--- src/rtl/psw_cb_writer.sv ---
// Write-side controller for the PSW carry/borrow bit: carries EX-stage C/B results
// through M and W slots, retires them into the PSW register and forwards the newest value.
module psw_cb_writer #(
  parameter int CNT_W = 16
) (
  input  logic             clk,
  input  logic             reset_n,
  input  logic             stall,
  input  logic             flush,
  input  logic             ex_cb_valid,
  input  logic             ex_nullified,
  input  logic             ex_cb,
  input  logic             ex_cb_use,
  input  logic             psw_cb,
  output logic             psw_le,
  output logic             psw_re,
  output logic             psw_data,
  output logic             cb_fwd,
  output logic [1:0]       cb_pending,
  output logic [CNT_W-1:0] cb_update_count
);

  localparam logic [CNT_W-1:0] CNT_ONE = {{(CNT_W-1){1'b0}}, 1'b1};
  localparam logic [CNT_W-1:0] CNT_MAX = {CNT_W{1'b1}};

  logic             m_valid_q, m_valid_d;
  logic             m_cb_q, m_cb_d;
  logic             w_valid_q, w_valid_d;
  logic             w_cb_q, w_cb_d;
  logic [CNT_W-1:0] cnt_q, cnt_d;
  logic             retire;

  // A retirement only happens when the pipeline moves; a stalled W stays pending.
  assign retire = w_valid_q & ~stall;

  always_comb begin
    m_valid_d = m_valid_q;
    m_cb_d    = m_cb_q;
    w_valid_d = w_valid_q;
    w_cb_d    = w_cb_q;
    cnt_d     = cnt_q;

    // Flush kills only what would be captured into M; old M contents still move to W.
    if (flush) begin
      m_valid_d = 1'b0;
    end else if (!stall) begin
      m_valid_d = ex_cb_valid & ~ex_nullified;
      m_cb_d    = ex_cb;
    end

    if (!stall) begin
      w_valid_d = m_valid_q;
      w_cb_d    = m_cb_q;
    end

    if (retire && (cnt_q != CNT_MAX)) begin
      cnt_d = cnt_q + CNT_ONE;
    end
  end

  always_ff @(posedge clk or negedge reset_n) begin
    if (!reset_n) begin
      m_valid_q <= 1'b0;
      m_cb_q    <= 1'b0;
      w_valid_q <= 1'b0;
      w_cb_q    <= 1'b0;
      cnt_q     <= '0;
    end else begin
      m_valid_q <= m_valid_d;
      m_cb_q    <= m_cb_d;
      w_valid_q <= w_valid_d;
      w_cb_q    <= w_cb_d;
      cnt_q     <= cnt_d;
    end
  end

  // Outputs are gated by reset_n so they drop immediately while reset is held,
  // independent of the consumer request and the PSW register contents.
  always_comb begin
    psw_le   = reset_n & retire;
    psw_data = w_cb_q;
    psw_re   = reset_n & ex_cb_use & ~m_valid_q & ~w_valid_q;
    cb_fwd   = 1'b0;
    if (reset_n && ex_cb_use) begin
      if (m_valid_q) begin
        cb_fwd = m_cb_q;
      end else if (w_valid_q) begin
        cb_fwd = w_cb_q;
      end else begin
        cb_fwd = psw_cb;
      end
    end
  end

  assign cb_pending      = {1'b0, m_valid_q} + {1'b0, w_valid_q};
  assign cb_update_count = cnt_q;

endmodule

--- config.mk ---
export PLATFORM = sky130hd
export DESIGN_NAME = psw_cb_writer
export DESIGN_NICKNAME = d
export VERILOG_FILES = /design/src/rtl/psw_cb_writer.sv
export SDC_FILE = /design/constraint.sdc
export NUM_CORES = 1
export LEC_CHECK = 0
export CAP_MARGIN = 20
export CORE_UTILIZATION = 30
export CTS_CLUSTER_SIZE = 20
export DETAILED_ROUTE_END_ITERATION = 10
export DONT_BUFFER_PORTS = 1
export SETUP_SLACK_MARGIN = 0.1
export SLEW_MARGIN = 30
export SYNTH_ARGS = -nofsm -noshare
export SYNTH_HDL_FRONTEND = slang
export SYNTH_SLANG_ARGS = --single-unit
--- constraint.sdc ---
create_clock -name clk -period 2.4 [get_ports clk]
set_input_delay 0.72 -clock clk [delete_from_list [all_inputs] [get_ports clk]]
set_output_delay 0.72 -clock clk [all_outputs]
set_load 0.05 [all_outputs]
After elaboration in Yosys (flattened, before gate mapping). Index checks and enable logic that the tools add are counted.

Input bits: 9. Flip-flop bits (word level): 20. Output and inout bits: 22. Word-level logic and storage cells: 28.

Reductions and logical operators: 3. Muxes and demuxes: 5. Equal/unequal tests: 2. Bitwise gates (word level): 11. Add/sub/neg operators: 2.

Operator list (number): 16-bit by 1-bit adder with 16-bit output, second input constant (1); 16-bit != test, second input constant (1); 1-bit AND (6); 1-bit two-way mux (5); 1-bit NOT (5); 1-bit by 1-bit adder with 2-bit output (1); 1-bit logical AND (2); 2-bit by 1-bit != test with 1-bit output, second input constant (1); 2-bit AND reduction (1).

Logic depth before layout (Yosys ltp).
Word-level depth: 4. Gate-level depth with buffers: 6.

Least setup slack after synthesis. No wires, ideal clock.

Path type: input -> output. Start point: input port ex_cb_use. End point: output port psw_re. Stages: 2. Required time: 1.680 ns. Arrival: 1.819 ns. Path buffers: 0. Path slack: -0.139 ns. Cell sequence: nand2_1 > nor3_1.

Word-level cells in the longest chain between the ends: 3.

Ends and longest elaborated chain: start: declaration (line 13) `input logic ex_cb_use,`; 1-bit AND (3 in a row) (line 82) `psw_re = reset_n & ex_cb_use & ~m_valid_q & ~w_valid_q;`; end: declaration (line 16) `output logic psw_re,`.

Every way passes these cells.

Final worst setup path.
Start point: register w_cb_q (netlist: psw_data). End point: output port cb_fwd.

Word-level cells in the longest chain between the ends: 3.

Ends and longest elaborated chain: start: declaration (line 29) `logic w_cb_q, w_cb_d;`; start signal: assignment (line 72) `w_cb_q <= w_cb_d;`; 1-bit two-way mux (line 87) `end else if (w_valid_q) begin`; 1-bit two-way mux (line 85) `if (m_valid_q) begin`; 1-bit two-way mux (line 84) `if (reset_n && ex_cb_use) begin`; end: declaration (line 18) `output logic cb_fwd,`.

Every way passes these cells.

==> run summary <==
Yosys synthesis warning count: 0. The critical register-to-register path endpoint was cb_update_count[1]$_DFFE_PN0P_. The tools report the count of distinct cell types in the synthesized netlist as 28. Of all flip-flops after synthesis, the portion carrying an async set or reset was 100.0%. The maximum cell stage delay along the critical path is 0.55 ns, and the area fraction in and, or, nand and nor cells after synthesis is 23.79%. STA classifies the critical path startpoint as a register. The detailed router placed 744 vias in this run. The clock sink count is 20. The count of nets after finishing is 127. Worst endpoint required time: 1.68 ns.

The total nets after synthesis was 104. After synthesis, the mean cell area works out to 10.86 µm². The routed wire length was 2140 µm; the global-route total usage across every layer was 13.84%. Counting I/O delays and the setup requirement, the final critical path takes 2.164 ns. Leaving out fill and tap cells, the most frequent cells in the layout are 19 x dfrtp_1, 19 x buf_4, 10 x xnor2_1, 8 x nand2_1.

The tools report the post-CTS setup buffer count as 0. The multiplexer fraction of the synthesized cell area is 6.939%. Among the stages of the critical path, the cell type that occurs most often is nor2_1.

The remaining global-route overflow was 0; the count of cells along the worst register-to-register path was 5. Once detail routing completed, the nets flagged for antenna violations numbered 0. The pin count of the biggest net entering global routing is 23, and the placement-stage worst setup slack is 0.4397 ns. The maximum number of buffers from clock root to sink is 2, and the number of enable-type register cells in the synthesized netlist is 0. The synthesized netlist devotes 12.14% of its cell area to XOR and XNOR gates. The largest family of logic cells by synthesized area is simple AND/OR/NAND/NOR gates. The wire-length estimate of the detail-placed layout is 1649 µm. The post-synthesis to final-layout area growth is 24.54%, and the synthesized-area fraction occupied by ao, oa, aoi and oai cells is 3.098%. The first global-routing pass estimated 3643 µm of wire. The run gives 0.3809 mV as the highest ir drop seen on vdd.

Worst min-delay path category: input pin to async pin. The tools report the initial antenna violation count as 0. The chip width is 60.02 µm, and the number of endpoints failing setup at the final stage is 0. The final critical path takes up 90.16% of the cycle. The number of optimization iterations in the first detailed-route pass is 4. The reported leakage power is 0.5802 nW, and the sum of negative setup slack is 0 ns.

The actual slew at the worst max-slew pin is 0.5001 ns. In this run, CTS created clock tree buffers numbering 3. The multi-input combinational cells in the finished layout cover a total of 498.0 µm². For the initial cell density of the core, the log shows 32.28%. The final number of max-transition violations was 0. The die covers 3602 µm². The post-synthesis sequential element count was 20. Input and output buffers added on the ports amount to 0. Between clock sinks in the finished design, the worst skew comes to 0.008272 ns. The tools report the detailed router's first-iteration violation count as 18. The run gives 1010 µm² as the mapped cell area.

The run finished with clean final reports. The number of global-route vias before repair is 739, and the latest clock arrival within the worst-skew pair is 0.31 ns. The upper clock frequency limit was 462.1 MHz; the clock input transition at the sequential cells of the worst setup and hold paths was 0.12 ns. The register area was 501.7 µm². The setup slack of the most critical reg-to-reg path came out at 0.43 ns. After synthesis, flip-flops and latches occupy 49.57% of the total area. Adder-cell share of the synthesized area: 2.478%.

The slowest stage of the critical path belongs to the cell dfrtp_2. The power density relative to cell area was 651.0 nW/µm². The startpoint identified for the worst register-to-register timing path is cb_update_count[1]$_DFFE_PN0P_. Synthesis produced 93 cells. Measured against its own limit, the worst slew margin works out to 66.35%. For the number of core rows, the log shows 20. In this run the worst path has a maximum fanout of 3.

The post-route core utilization is 40.20%, and the number of diodes is 0. The floorplan step set the die height to 60.02 µm. The post-route DRC violation count was 0. In the final layout, the share of cells above drive strength 1 is 29.57%.

Weighted congestion reported at the end of routability-driven placement: 0.7985. TritonCTS built the clock tree. Mean routed wirelength per cell: 13.46 µm. The number of levels the H-tree was split into was 1; the arrival time at the worst endpoint was 1.44 ns. The number of vias per cell after detailed routing came out at 4.679. The worst setup path is captured at an output pin. Setup repair after global routing left no endpoint under its margin. In this run the standard cell core region covers 3128 µm². The most used flip-flop cell after synthesis was dfrtp_1. The critical path goes through mux2i_1 -> nor2_1 -> a21oi_2 -> nor2_1 -> buf_4. The tool flagged a number of max-cap violations equal to 0.

The number of primary I/O pins was 31; the worst path setup slack after routing was 0.2361 ns. Counting the fill cells in the layout gives 317. Hold violation total from the final report: 0. Kind of critical path: register to output pin. The tree is rooted in a clkbuf_4.
==> critical path, delay by kind of cell, from the launching register on <==
family          cells  cell delay [ns]
flops               1             0.55
buf+inv             1             0.20
compound gates      1             0.04
simple gates        2             0.22
mux                 1             0.13
==> power breakdown <==
part | total, mW | switching [mW] | leakage [nW] | internal (mW)
clock | 0.204 | 0.111 | 0.0210 | 0.0928
sequential | 0.402 | 0.0349 | 0.269 | 0.367
combinational | 0.213 | 0.139 | 0.290 | 0.0738
==> Yosys cell counts (2+ instances only) <==
| cell | instances | share of area (%) |
|---|---|---|
| dfrtp_1 | 20 | 50 |
| xnor2_1 | 10 | 8.7 |
| nand2_1 | 8 | 3.0 |
| nand4_1 | 7 | 4.3 |
| nor2_1 | 7 | 2.6 |
| nand3_1 | 6 | 3.0 |
| mux2_2 | 4 | 4.5 |
| xor2_1 | 4 | 3.5 |
| a21oi_1 | 3 | 1.5 |
| and2_1 | 3 | 1.9 |
| and3_1 | 2 | 1.2 |
| ha_1 | 2 | 2.5 |
| nor3_1 | 2 | 0.99 |
==> flip-flops by register name, summed over array words and instances (netlist names) <==
name             flops
cb_update_count     16
m_cb_q               1
psw_data             1
m_valid_q            1
w_valid_q            1
==> layer usage <==
metal | GRT usage [%] | vias up | routed length, µm
li1 | - | 374 | -
met1 | 17.43 | 344 | 945
met2 | 22.06 | 21 | 1013
met3 | 5.844 | 5 | 163
met4 | 2.990 | 0 | 17
met5 | 0 | - | 0
==> what timing repair did <==
item | in CTS | in global routing
hold buffers | 0 | 0
endpoints found under the setup margin | 0 | 1
gates resized for setup | 0 | 2
==> worst max path at each step <==
stage	from	end	slack (ns)
finish	psw_data$_DFFE_PN0N_	cb_fwd	0.24
global route	psw_data$_DFFE_PN0N_	cb_fwd	0.13
CTS	psw_data$_DFFE_PN0N_	cb_fwd	0.10
detailed placement	psw_cb	cb_fwd	0.44
global placement	psw_cb	cb_fwd	0.46
floorplan	psw_cb	cb_fwd	0.12
==> stage by stage <==
step                instance area, µm²  hold slack, ns  instances  power [mW]
floorplan                         1015          0.4244         93      0.5602
global placement                  1216          0.4251        155      0.6139
detailed placement                1216          0.4250        155      0.6215
CTS                               1252         0.07803        159      0.8207
global route                      1257         0.05562        159      0.8603
finish                            1257         0.07907        159      0.8186
==> kinds of logic after synthesis <==
logic type,count (synthesis)
XOR/XNOR,14
AND/OR/NAND/NOR,43
buffers and inverters,3
flip-flops,20
AO/OA/AOI/OAI,5
multiplexers,6
adder cells (fa/ha/maj),2
==> layout make-up <==
class                           instances  area share, %
Multi-Input combinational cell         70          39.60
Inverter                                1         0.2985
Clock buffer                            4          2.886
Timing Repair Buffer                   20          12.94
Tap cell                               44          4.378
Sequential cell                        20          39.90
Power figures use the tool's default switching activity.
